==> src/rtl/reg_transfer_ctrl.sv <==
// Sequencer for a shared-bus register-transfer datapath. It accepts one command at a time
// and emits one bus transfer per clock as a bus source select plus one-hot load enables.
module reg_transfer_ctrl #(
  parameter bit SWAP_EN = 1'b1
) (
  input  logic       CLK,
  input  logic       Reset,
  input  logic       CmdValid,
  output logic       CmdReady,
  input  logic [1:0] Op,
  input  logic [1:0] SrcA,
  input  logic [1:0] DstB,
  output logic [2:0] Sel,
  output logic [4:0] Load,
  output logic       Busy,
  output logic       Done,
  output logic       Err
);

  typedef enum logic [2:0] {
    ST_IDLE = 3'd0,
    ST_X1   = 3'd1,
    ST_X2   = 3'd2,
    ST_X3   = 3'd3,
    ST_DONE = 3'd4
  } state_t;

  localparam logic [1:0] OP_MOVE  = 2'b00;
  localparam logic [1:0] OP_LOADX = 2'b01;
  localparam logic [1:0] OP_SWAP  = 2'b10;

  localparam logic [2:0] SEL_EXT = 3'd4;
  localparam logic [2:0] SEL_T   = 3'd5;
  localparam int         LOAD_T  = 4;

  state_t     r_state;
  logic [1:0] r_op;
  logic [1:0] r_a;
  logic [1:0] r_b;

  logic       w_in_illegal;
  logic       w_in_noop;
  logic       w_op_illegal;
  logic [2:0] w_sel;
  logic [4:0] w_load;

  function automatic logic is_illegal(input logic [1:0] op);
    return (op == 2'b11) || ((op == OP_SWAP) && !SWAP_EN);
  endfunction

  // Commands that move no data skip the transfer states entirely.
  assign w_in_illegal = is_illegal(Op);
  assign w_in_noop    = (Op == OP_SWAP) && (SrcA == DstB);
  assign w_op_illegal = is_illegal(r_op);

  // NOTE: state registers use non-blocking assignments so every flop samples pre-edge values.
  always_ff @(posedge CLK) begin
    if (Reset) begin
      r_state <= ST_IDLE;
      r_op    <= 2'b00;
      r_a     <= 2'b00;
      r_b     <= 2'b00;
    end else begin
      unique case (r_state)
        ST_IDLE: begin
          if (CmdValid) begin
            r_op    <= Op;
            r_a     <= SrcA;
            r_b     <= DstB;
            r_state <= (w_in_illegal || w_in_noop) ? ST_DONE : ST_X1;
          end
        end
        ST_X1:   r_state <= (r_op == OP_SWAP) ? ST_X2 : ST_DONE;
        ST_X2:   r_state <= ST_X3;
        ST_X3:   r_state <= ST_DONE;
        ST_DONE: r_state <= ST_IDLE;
        default: r_state <= ST_IDLE;
      endcase
    end
  end

  // NOTE: defaults first so no path through the case leaves an output unassigned (no latches).
  always_comb begin
    w_sel  = 3'd0;
    w_load = 5'b00000;
    unique case (r_state)
      ST_X1: begin
        if (r_op == OP_SWAP) begin
          w_sel          = {1'b0, r_a};
          w_load[LOAD_T] = 1'b1;
        end else begin
          w_sel       = (r_op == OP_LOADX) ? SEL_EXT : {1'b0, r_a};
          w_load[r_b] = 1'b1;
        end
      end
      ST_X2: begin
        w_sel       = {1'b0, r_b};
        w_load[r_a] = 1'b1;
      end
      ST_X3: begin
        w_sel       = SEL_T;
        w_load[r_b] = 1'b1;
      end
      default: ;
    endcase
  end

  // Load is gated by Reset so an aborted sequence never completes a transfer on the reset edge.
  assign Sel      = w_sel;
  assign Load     = Reset ? 5'b00000 : w_load;
  assign Busy     = (r_state != ST_IDLE);
  assign Done     = (r_state == ST_DONE);
  assign Err      = (r_state == ST_DONE) && w_op_illegal;
  assign CmdReady = (r_state == ST_IDLE) && !Reset;

  logic w_unused;
  assign w_unused = ^{OP_MOVE};

endmodule

==> config.mk <==
export PLATFORM = sky130hd
export DESIGN_NAME = reg_transfer_ctrl
export DESIGN_NICKNAME = d
export VERILOG_FILES = /design/src/rtl/reg_transfer_ctrl.sv
export SDC_FILE = /design/constraint.sdc
export NUM_CORES = 1
export LEC_CHECK = 0
export BUFFER_PORTS_ARGS = -buffer_cell sky130_fd_sc_hd__buf_2
export CORE_UTILIZATION = 40
export DETAILED_ROUTE_END_ITERATION = 10
export PLACE_DENSITY = 0.66
export SYNTH_ARGS = -nofsm -noshare
export SYNTH_HDL_FRONTEND = slang
export SYNTH_SLANG_ARGS = --single-unit
==> constraint.sdc <==
create_clock -name CLK -period 2.3 [get_ports CLK]
set_input_delay 0.575 -clock CLK [delete_from_list [all_inputs] [get_ports CLK]]
set_output_delay 0.575 -clock CLK [all_outputs]
set_load 0.05 [all_outputs]
# Yosys cells after proc, flatten, opt, wreduce, memory -nomap -nowiden
# Index checks and enable logic that the tools add are counted.
[word_totals]
ff_bits = 9
input_bits = 9
output_inout_bits = 12
wordCells = 44
[op_classes]
magnitude_cmp = 4
eq_ne = 11
mux = 15
reduce_logical = 10
[ops]
columns = ["op", "n"]
rows = [
  ["two-way mux 3 bit", 5],
  ["one-hot mux 5 bit (3 select lines)", 1],
  ["one-hot mux 3 bit (4 select lines)", 1],
  ["one-hot mux 3 bit (3 select lines)", 1],
  ["== test 2 bit, second input constant", 4],
  ["< comparator 2 x 4 -> 1 bit, second input constant", 2],
  ["== test 3 x 2 -> 1 bit, second input constant", 2],
  ["logical AND 1 bit", 5],
  ["two-way mux 5 bit", 1],
  ["demux 1 bit (select 2 bit)", 2],
  [">= comparator 2 x 1 -> 1 bit, second input constant", 2],
  ["two-way mux 4 bit", 1],
  ["== test 3 x 1 -> 1 bit, second input constant", 1],
  ["== test 3 bit, second input constant", 1],
  ["logical NOT 3 bit", 1],
  ["two-way mux 1 bit", 3],
  ["nonzero test 3 bit", 1],
  ["== test 2 x 1 -> 1 bit, second input constant", 1],
  ["== test 2 bit", 1],
  ["!= test 2 bit, second input constant", 1],
  ["AND reduction 2 bit", 1],
  ["logical NOT 1 bit", 1],
  ["logical OR 1 bit", 1],
]

# Longest topological paths before layout
[depth]
ltp_word = 7
depth_mapped = 4
mapped_depth_nobuf = 3

# Worst setup path before layout
# OpenSTA, ideal clock, no wires.
[synth_path]
kind = "reg2out"
start = "reg r_state[2]"
end = "out Sel[2]"
arrival_time_ns = 1.917
t_required_ns = 1.725
path_slack_ns = -0.192
path_stages_with_launch = 4
path_buffers = 1
cell_sequence = "dfxtp_1 > clkbuf_1 > nor2b_1 > a21boi_0"
[synth_between]
elab_chain_len = 2
word_cells_on_any_way = 4
classes_between = "3 x eq/ne; 1 x mux"
[synth_rtl]
columns = ["element", "line_no", "text"]
rows = [
  ["from (decl)", "36", "state_t r_state;"],
  ["from (signal assigned)", "70", "r_state <= (w_in_illegal || w_in_noop) ? ST_DONE : ST_X1;"],
  ["from (signal assigned)", "73", "ST_X1: r_state <= (r_op == OP_SWAP) ? ST_X2 : ST_DONE;"],
  ["== test 3 x 2 -> 1 bit or == test 3 x 1 -> 1 bit (tied branches)", "86", "unique case (r_state)"],
  ["one-hot mux 3 bit (3 select lines) *", "86", ""],
  ["to (decl)", "13", "output logic [2:0] Sel,"],
]
# Mark *: on every way between the ends. The rest lies on a longest branch, timed or not.

# Worst setup path in the final report
[layout_path]
start = "reg r_op[1]"
end = "out Load[1]"
[layout_between]
elab_chain_len = 4
[layout_rtl]
columns = ["element", "line_no", "text"]
rows = [
  ["from (decl)", "37", "logic [1:0] r_op;"],
  ["from (signal assigned)", "67", "r_op <= Op;"],
  ["== test 2 bit", "88", "if (r_op == OP_SWAP) begin"],
  ["two-way mux 4 bit", "88", ""],
  ["one-hot mux 5 bit (3 select lines)", "86", ""],
  ["two-way mux 5 bit", "110", "assign Load = Reset ? 5'b00000 : w_load;"],
  ["to (decl)", "14", "output logic [4:0] Load,"],
]
# No other way between the ends.

==> flow_summary_export.csv <==
group,metric,value,unit
timing,max_slew_margin,64.0,%
synthesis,synth-compound-area-share,12.5,%
worst_setup_path,required,1.73,ns
drt,vias,646,
synthesis,synth_edf_count,0,
timing,holdWs,0.567,ns
timing,hold_viol_final,0,
worst_setup_path,cp_data_arrival_time,1.60,ns
clocking,clkTransAtPathRegs,0.06,ns
synthesis,ys_ff_latch,9,
synthesis,async_flop_share,0,%
grt,antenna_found_initial,0,
timing,fmax,460,MHz
finish,n_antenna_cell,0,
clocking,post_cts_resized,0,
power_and_ir_drop,power_density,550,mW/mm²
die,initial_utilization,44.2,%
clocking,numCtsBuffers,3,
finish,syn2layout_area_growth,29.5,%
synthesis,synth_xor_area_share,2.97,%
drt,drtAntennaViolNets,0,
clocking,cts_tree,"done",
worst_setup_path,crit_type,"reg2out",
grt,first_global_vias,494,
synthesis,synth_top_family_by_area,"simple AND/OR/NAND/NOR gates",
synthesis,synth.area.mux_share,10.2,%
place,io_buffers,20,
place,gp_congestion,0.838,
synthesis,syn_area,589,µm²
grt,grt_pass1_wl,2.18,mm
synthesis,synth_adder_area_share,0,%
drt,drt_pass1_iterations,4,
finish,final_common_cell,"buf_2",
synthesis,synth_nets,83,
clocking,clockRootBuffer,"clkbuf_4",
power_and_ir_drop,swShare,33.4,%
power_and_ir_drop,leakage,0.000331,µW
die,core,0.00133,mm²
clocking,clock_latency,0.26,ns
die,die_area,0.00163,mm²
drt,routed_via_density,5.72,
finish,fin_area,763,µm²
power_and_ir_drop,seqPwrFrac,44.9,%
synthesis,synthFlopType,"dfxtp_1",
clocking,cts_hold_buffers,0,
timing,tightest_slew,0.538,ns
timing,fin_worst_skew,0.00849,ns
synthesis,synth.top_cell.area_share,30.6,%
synthesis,synth_area_leaders,"dfxtp_1 (31%), mux2i_1 (10%), nor2_1 (7.6%)",
synthesis,synth-simple-area-share,39.7,%
drt,wirelength,1.48,mm
timing,finalCritPeriodShare,94.4,%
clocking,post_cts_buffers,0,
place,placed_cells,109,
die,boundaryPins,21,
place,hpwl,1.09,mm
power_and_ir_drop,internal-power,280,µW
die,die_w,40.4,µm
drt,drtIter0Drc,17,
worst_setup_path,r2r_slack,0.78,ns
status,status,"finished clean",
timing,tns,0,ns
power_and_ir_drop,ir_worst_vdd,0.000317,V
synthesis,synth-seq-area-share,30.6,%
flow_run,cap_violations,0,
power_and_ir_drop,power,420,µW
worst_setup_path,crit_fanout,5,
grt,grt_max_degree,13,
timing,rsz0062_at_grt,"false",
synthesis,synth_area_per_cell,7.96,µm²
finish,drive_gt1_share,33.7,%
synthesis,synthCells,74,
die,die_y,40.4,µm
drt,drc_errors,0,
timing,maxSlewViolCount,0,
clocking,cts_buffer_depth,2,
finish,layout_common_cells,"buf_2 (20), nor2_1 (12), dfxtp_1 (8)",
min_path,hp-class,"in2reg",
worst_setup_path,worstSetupStartpointType,"flop",
power_and_ir_drop,switching_power,140,µW
grt,grt-ovfl-total,0,
die,rows,13,
worst_setup_path,crit_path_end_kind,"output port",
place,placed_area,722,µm²
synthesis,yosysTopAreaCell,"dfxtp_1",
synthesis,synth-warning-count,0,
drt,routedWlPerCell,13.1,µm
clocking,cts.sinks,9,
finish,finalNetCount,108,
timing,setup_viol,0,
grt,track_usage,20.3,%
power_and_ir_drop,pwr-share-comb,26.4,%
clocking,htree_num_levels,1,
synthesis,synth.distinct_cells,27,
power_and_ir_drop,clockPowerShare,28.7,%
finish,final-instance-count-excl-fill,113,
timing,timing.final.crit_period,2.17,ns
critical path, cell delays in order (launching register included):
cell      delay [ns]
dfxtp_1         0.39
or3b_2          0.52
nand4b_1        0.12
a21oi_1         0.07
buf_2           0.23
state kept, by name (all words and copies together), names as in the netlist:
register	cells
r_state	3
r_op	2
r_b	2
r_a	2
kinds of logic (layout without fill, tap and decap cells):
family	after synthesis	after routing
flip-flops	9	9
XOR/XNOR	2	2
AND/OR/NAND/NOR	38	38
buffers and inverters	6	30
multiplexers	6	6
AO/OA/AOI/OAI	13	13
path summary, 6_finish.rpt:
kind                                 start      end  depth (start not counted)
worst max-delay path               r_op[1]  Load[1]                          4
worst min-delay path                 Op[0]  r_op[0]                          3
worst max register to register  r_state[1]   r_a[1]                          4
worst min register to register     r_op[1]  r_op[1]                          2
power by group through the flow:
stage	Sequential, µW	Combinational (µW)	Clock, µW
after floorplan	182	84.8	0
after global placement	189	108	0
after detailed placement	190	110	0
after CTS	186	111	124
after global routing	190	121	131
final	189	111	120
cell usage after synthesis (all sizes together) (2+ instances only):
cell,number
nand3b,2
inv,2
o21ai,3
clkbuf,3
a21boi,2
nand2b,3
mux2i,6
nand4b,3
nor4b,2
a21oi,7
xnor2,2
dfxtp,9
nor2,12
nand3,3
nand4,4
stage by stage:
step	utilization (%)	setup WS, ns
floorplan	-	-0.170
global placement	54.1	0.290
detailed placement	54.1	0.294
CTS	56.1	0.104
global route	57.2	0.0596
finish	57.2	0.128
layer usage:
layer / up-vias / wire length, µm / global-route usage [%]
met3: 2 / 88 / 5.56
li1: 319 / - / -
met5: - / 0 / 0
met2: 20 / 712 / 31.7
met1: 305 / 664 / 26.1
met4: 0 / 11 / 7.50
layout make-up:
cell class / instances / area (µm²)
fillers: 146 / 571
multi-input cells: 59 / 399
flip-flops and latches: 9 / 181
repair buffers: 24 / 130
clock buffers: 4 / 26.3
well taps: 15 / 18.8
inverters: 2 / 7.51
No activity file was read; power rests on OpenSTA's default activity.
